$ cat src/rtl/hamdec_pkg.sv
// Shared types and helpers for the Hamming(15,11) decode engine.
package hamdec_pkg;

  localparam int RD_BASE_D = 64;
  localparam int WR_BASE_D = 94;
  localparam int NWORDS_D  = 15;

  typedef enum logic [2:0] {
    IDLE, RD_LO, RD_HI, WR_LO, WR_HI, CNT, DONE
  } state_t;

  // s[k] is the parity over every codeword position whose index has bit k set
  function automatic logic [3:0] syndrome(input logic [15:1] cw);
    logic [3:0] s;
    s = '0;
    for (int p = 1; p < 16; p++)
      for (int k = 0; k < 4; k++)
        if (p[k]) s[k] ^= cw[p];
    return s;
  endfunction

endpackage

$ cat src/rtl/hamming15_correct.sv
// Combinational single-error corrector: codeword in, corrected 11-bit message and syndrome out.
module hamming15_correct
  import hamdec_pkg::*;
(
  input  logic [15:1] cw,
  output logic [11:1] d,
  output logic [3:0]  syn
);

  logic [15:1] fix;

  assign syn = syndrome(cw);

  // A nonzero syndrome names the flipped position directly, parity bits included
  always_comb begin
    fix = cw;
    if (syn != 4'd0) fix[syn] = ~cw[syn];
  end

  assign d = {fix[15:9], fix[7:5], fix[3]};

endmodule

$ cat src/rtl/hamming_dec_engine.sv
// Memory-side Hamming(15,11) decoder: on req, corrects NWORDS codewords and writes the messages back.
// Optional error counter and trailing count write enabled by HAMDEC_ERRCNT_EN.
module hamming_dec_engine
  import hamdec_pkg::*;
#(
  parameter int AW      = 8,
  parameter int DW      = 8,
  parameter int RD_BASE = RD_BASE_D,
  parameter int WR_BASE = WR_BASE_D,
  parameter int NWORDS  = NWORDS_D
) (
  input  logic          clk,
  input  logic          reset,
  input  logic          req,
  output logic          ack,
  output logic [AW-1:0] mem_addr,
  input  logic [DW-1:0] mem_rd_data,
  output logic          mem_wr_en,
  output logic [DW-1:0] mem_wr_data
);

  localparam int IW = $clog2(NWORDS + 1);

  state_t        state, nxt;
  logic [IW-1:0] i;
  logic [DW-1:0] lo_q;
  logic [11:1]   d_c, d_q;
  logic [3:0]    syn;
  logic          last;
  logic [AW-1:0] off;
  logic          unused_hi;

  assign last      = (i == IW'(NWORDS - 1));
  assign off       = AW'({i, 1'b0});
  assign unused_hi = ^mem_rd_data[DW-1:7];

  // High byte is sampled straight off the bus in RD_HI, so d is ready at that edge
  hamming15_correct u_corr (
    .cw  ({mem_rd_data[6:0], lo_q[7:0]}),
    .d   (d_c),
    .syn (syn)
  );

`ifdef HAMDEC_ERRCNT_EN
  logic [7:0] cnt;
  always_ff @(posedge clk or posedge reset) begin
    if (reset)                       cnt <= '0;
    else if (state == IDLE && req)   cnt <= '0;
    else if (state == RD_HI)         cnt <= cnt + {7'd0, |syn};
  end
`else
  logic unused_syn;
  assign unused_syn = ^syn;
`endif

  always_ff @(posedge clk or posedge reset) begin
    if (reset) state <= IDLE;
    else       state <= nxt;
  end

  always_comb begin
    nxt = state;
    case (state)
      IDLE:  if (req) nxt = RD_LO;
      RD_LO: nxt = RD_HI;
      RD_HI: nxt = WR_LO;
      WR_LO: nxt = WR_HI;
`ifdef HAMDEC_ERRCNT_EN
      WR_HI: nxt = last ? CNT : RD_LO;
      CNT:   nxt = DONE;
`else
      WR_HI: nxt = last ? DONE : RD_LO;
`endif
      DONE:  nxt = IDLE;
      default: nxt = IDLE;
    endcase
  end

  always_comb begin
    mem_addr    = '0;
    mem_wr_en   = 1'b0;
    mem_wr_data = '0;
    case (state)
      RD_LO: mem_addr = AW'(RD_BASE) + off;
      RD_HI: mem_addr = AW'(RD_BASE) + off + AW'(1);
      WR_LO: begin
        mem_addr    = AW'(WR_BASE) + off;
        mem_wr_en   = 1'b1;
        mem_wr_data = DW'(d_q[8:1]);
      end
      WR_HI: begin
        mem_addr    = AW'(WR_BASE) + off + AW'(1);
        mem_wr_en   = 1'b1;
        mem_wr_data = DW'(d_q[11:9]);
      end
`ifdef HAMDEC_ERRCNT_EN
      CNT: begin
        mem_addr    = AW'(WR_BASE + 2 * NWORDS);
        mem_wr_en   = 1'b1;
        mem_wr_data = DW'(cnt);
      end
`endif
      default: ;
    endcase
  end

  always_ff @(posedge clk or posedge reset) begin
    if (reset) begin
      i    <= '0;
      lo_q <= '0;
      d_q  <= '0;
      ack  <= 1'b0;
    end else begin
      case (state)
        IDLE:  if (req) begin
                 i   <= '0;
                 ack <= 1'b0;
               end
        RD_LO: lo_q <= mem_rd_data;
        RD_HI: d_q  <= d_c;
        WR_HI: if (!last) i <= i + IW'(1);
        DONE:  ack <= 1'b1;
        default: ;
      endcase
    end
  end

endmodule
$ cat config.mk
export PLATFORM = sky130hd
export DESIGN_NAME = hamming_dec_engine
export DESIGN_NICKNAME = d
export VERILOG_FILES = /design/src/rtl/hamdec_pkg.sv /design/src/rtl/hamming15_correct.sv /design/src/rtl/hamming_dec_engine.sv
export SDC_FILE = /design/constraint.sdc
export NUM_CORES = 1
export LEC_CHECK = 0
export CAP_MARGIN = 20
export CORE_ASPECT_RATIO = 1.4
export CORE_MARGIN = 3
export CORE_UTILIZATION = 59
export DETAILED_ROUTE_END_ITERATION = 10
export PLACE_DENSITY = 0.85
export RECOVER_POWER = 100
export SLEW_MARGIN = 25
export SYNTH_ARGS = -nofsm -noshare
export SYNTH_HDL_FRONTEND = slang
export SYNTH_HIERARCHICAL = 1
export SYNTH_SLANG_ARGS = --single-unit
$ cat constraint.sdc
create_clock -name clk -period 3.75 [get_ports clk]
set_input_delay 0.5625 -clock clk [delete_from_list [all_inputs] [get_ports clk]]
set_output_delay 0.5625 -clock clk [all_outputs]
set_load 0.05 [all_outputs]
# After elaboration in Yosys (flattened, before gate mapping)
# Cells that the tools add are included.
dict set report totals {
  register_bits 27
  wordCells 74
  out_inout_bits 18
  input_bits 11
}
dict set report classes {
  add_sub_neg 5
  order_cmp 2
  n_bitwise 29
  eq_ne 8
  n_reduce_logical 8
  mux 17
}
# op count
set ops {}
lappend ops {{case mux 8 bit (4 select lines)} 1}
lappend ops {{bitwise XOR 1 bit} 28}
lappend ops {{adder 7 x 5 -> 8 bit (first input constant)} 2}
lappend ops {{adder 8 x 1 -> 8 bit (second input constant)} 2}
lappend ops {{case mux 8 bit (2 select lines)} 1}
lappend ops {{bitwise mux 15 bit} 1}
lappend ops {{two-way mux 15 bit} 1}
lappend ops {{case mux 3 bit (5 select lines)} 1}
lappend ops {{two-way mux 4 bit} 2}
lappend ops {{case mux 4 bit (2 select lines)} 1}
lappend ops {{equality test 3 x 2 -> 1 bit (second input constant)} 2}
lappend ops {{equality test 3 bit (second input constant)} 2}
lappend ops {{two-way mux 3 bit} 2}
lappend ops {{less-than comparator 4 x 5 -> 1 bit (second input constant)} 1}
lappend ops {{adder 4 x 1 -> 4 bit (second input constant)} 1}
lappend ops {{binary-select mux 1 bit (select 4 bit)} 1}
lappend ops {{demux 1 bit (select 4 bit)} 1}
lappend ops {{equality test 4 bit (second input constant)} 1}
lappend ops {{>= comparator 4 x 1 -> 1 bit (second input constant)} 1}
lappend ops {{two-way mux 1 bit} 4}
lappend ops {{!= test 2 bit (second input constant)} 2}
lappend ops {{nonzero test 2 bit} 2}
lappend ops {{nonzero test 4 bit} 1}
lappend ops {{equality test 3 x 1 -> 1 bit (second input constant)} 1}
lappend ops {{7 further kinds} 7}

# Longest topological paths before layout
dict set report depth {
  depth_word 13
  ltp_mapped 7
  depth_no_buf 7
}

# Cells and area by module
# Netlist, hierarchy kept.
# mod area_each_um2 seq_area_each_um2 instances cells_each
set modules_own_cells {}
lappend modules_own_cells {hamming_dec_engine 1487.7 675.6 1 126}
lappend modules_own_cells {hamming15_correct 548.0 0.0 1 57}

# Least setup slack after synthesis
# No wires, ideal clock.
dict set report synth_timing {
  path_kind {reg2out}
  start {register i[0]}
  end {output port mem_addr[2]}
  arrival_ps 1969
  slack_ps 1219
  path_buffers 1
  required_ps 3188
  stages_incl_launch_ff 6
  cell_sequence {dfrtp_1 clkbuf_1 inv_1 ha_1 o22a_1 o22ai_1}
}
dict set report synth_via {
  elab_chain_cells 3
  word_cells_on_any_way 5
  cone_classes {add/sub: 4; mux: 1}
}
# element line_no
set synth_rtl {}
lappend synth_rtl {{start: declaration} hamming_dec_engine.sv:25} ;# logic [IW-1:0] i;
lappend synth_rtl {{start signal: assignment} hamming_dec_engine.sv:121} ;# WR_HI: if (!last) i <= i + IW'(1);
lappend synth_rtl {{adder 7 x 5 -> 8 bit (on tied branches)} --}
lappend synth_rtl {{adder 8 x 1 -> 8 bit (on tied branches)} {hamming_dec_engine.sv:92, hamming_dec_engine.sv:85}}
lappend synth_rtl {{case mux 8 bit (4 select lines) *} hamming_dec_engine.sv:83} ;# case (state)
lappend synth_rtl {{end: declaration} hamming_dec_engine.sv:16} ;# output logic [AW-1:0] mem_addr,
# Every way passes the cells marked *; elsewhere a longest branch is shown, timed or not.

# Final worst setup path
dict set report layout_timing {
  start {register state[2]}
  end {output port mem_addr[4]}
}
dict set report layout_via {
  elab_chain_cells 2
  word_cells_on_any_way 5
  cone_classes {eq/ne: 4; mux: 1}
}
# element line_no
set layout_rtl {}
lappend layout_rtl {{start: declaration} hamming_dec_engine.sv:24} ;# state_t state, nxt;
lappend layout_rtl {{start signal: assignment} hamming_dec_engine.sv:58} ;# else state <= nxt;
lappend layout_rtl {{equality test 3 bit (tied with other cells)} hamming_dec_engine.sv:83}
lappend layout_rtl {{case mux 8 bit (4 select lines) *} hamming_dec_engine.sv:83}
# Marked as above.

==> impl_metrics.py <==
metrics = {
    "global_routing": {
        "grt_busiest_layer": "met2",
        "grt_pass1_wl_mm": 7.13,
        "gr-usage-all-layers_pct": 21.8,
        "overflow": 0,
        "met2_usage_pct": 43.9,
        "grt_use_met3_pct": 2.23,
        "grt_pass1_vias": 1507,
        "grt_antenna_before_repair": 0,
        "grtUsageMet1_pct": 24.1,
        "grt_max_degree": 28,
    },
    "timing": {
        "max_freq_mhz": 303,
        "tns_ps": 0,
        "finalClockSkew_ps": 9.45,
        "rsz0062_at_grt": "false",
        "hold_slack_ps": 512,
        "period_share_pct": 88.0,
        "slew_headroom_pct": 24.2,
        "period_minus_slack_ps": 3300,
        "final-hold-violation-count": 0,
        "tightest_slew_ps": 1130,
        "setup_viol": 0,
        "drv_slew": 0,
    },
    "floorplanning": {
        "die_w_um": 55.4,
        "core_area_mm2": 0.00318,
        "ios": 29,
        "fp.dieArea_mm2": 0.00417,
        "fp-row-count": 24,
        "start_util_pct": 63.4,
        "die_y_um": 75.2,
    },
    "setup_path": {
        "cp.arrival_ps": 2740,
        "startpoint_type": "register",
        "crit_type": "register to output port",
        "path_max_fanout": 18,
        "crit_path_cell_trace": "or3b_1, a21boi_2, o211a_1, dlygate4sd3_1",
        "required_ps": 3190,
        "cp-end-kind": "output port",
        "cp_slowest_cell": "dlygate4sd3_1",
        "slowest_delay_ps": 870,
    },
    "clock_network": {
        "clock-sinks": 27,
        "cts_hold_buf": 0,
        "cts_max_level": 1,
        "numCtsBuffers": 3,
        "clkTransAtPathRegs_ps": 100,
        "post_cts_resized": 0,
        "cts_root_buf": "clkbuf_8",
        "clk_path_buf_depth": 2,
        "cts_setup_buffers": 0,
        "cts_tree": "yes",
        "clock_latency_ps": 270,
    },
    "logic_synthesis": {
        "netlist_area_mm2": 0.00202,
        "ys_warn_count": 6,
        "synth_area_per_cell_um2": 11.2,
        "synth_cells": 181,
        "syn_nets": 195,
    },
    "detailed_routing": {
        "route.detailed.drc": 0,
        "wire_per_inst_um": 17.5,
        "detailedRoute.firstPassIterationCount": 4,
        "routed_wl_mm": 4.23,
        "drt-vias-per-instance": 6.14,
        "drt_iter0_drc": 61,
        "num_vias": 1479,
        "detail-route-antenna-nets": 0,
    },
    "cells_and_area": {
        "nets": 217,
        "final_util_pct": 71.1,
        "syn_to_final_growth_pct": 12.2,
        "drive_gt1_share_pct": 18.8,
        "mostFrequentLayoutCells": "dfrtp_1, mux2_2, dlygate4sd3_1",
        "num_antenna_cells": 0,
        "layout_commonest_cell": "dfrtp_1",
        "fin_area_mm2": 0.00226,
    },
    "placed_design": {
        "placed_area_mm2": 0.00226,
        "gp_congestion": 0.835,
        "dp_hpwl_mm": 3.27,
        "portBuffers": 27,
    },
    "flow_run": {
        "max-cap-violations": 0,
    },
    "min_path": {
        "worst_hold_path_type": "register to register",
    },
    "outcome": {
        "status": "completed",
    },
}
-- critical path, delay by kind of cell, from the launching register on --
kind                   cells  cell delay [ps]
AOI/OAI and AO/OA          2              330
and+or+nand+nor            1              560
DFF                        1              700
buffers and inverters      1              870
-- final timing paths --
kind                           from          end  slack [ps]  depth (start not counted)
setup reg to reg            lo_q[6]      d_q[10]         940                          7
max in group asynchronous     reset         i[2]        2150                          2
hold / removal               d_q[5]       d_q[5]         510                          1
min in group asynchronous     reset       d_q[1]         970                          2
setup / recovery           state[2]  mem_addr[4]         450                          4
hold reg to reg              d_q[5]       d_q[5]         510                          1
-- through the flow --
stage	instances	setup WS (ps)
2_1_floorplan	181	1220
3_3_place_gp	237	578
3_5_place_dp	237	532
4_1_cts	241	482
5_1_grt	241	275
6_report	241	449
-- final cells by class --
class	instances	area [um2]
Tap cell	39	48.8
Fill cell	254	920
Timing Repair Buffer	27	270
Sequential cell	27	676
Inverter	9	36.3
Clock inverter	1	7.51
Clock buffer	3	41.3
Multi-Input combinational cell	135	1180
-- metal layers --
layer | up-vias | routed length (um)
li1 | 694 | -
met3 | 4 | 164
met2 | 48 | 2370
met1 | 733 | 1650
met5 | - | 0
met4 | 0 | 42
-- sequential cells by signal, indices dropped and copies added (netlist names) --
register	flops
d_q	11
lo_q	8
state	3
i	4
ack	1
Power is left out: the tool's default activity adds up to more than one toggle a clock period on the data nets, which glitch-free logic cannot reach.
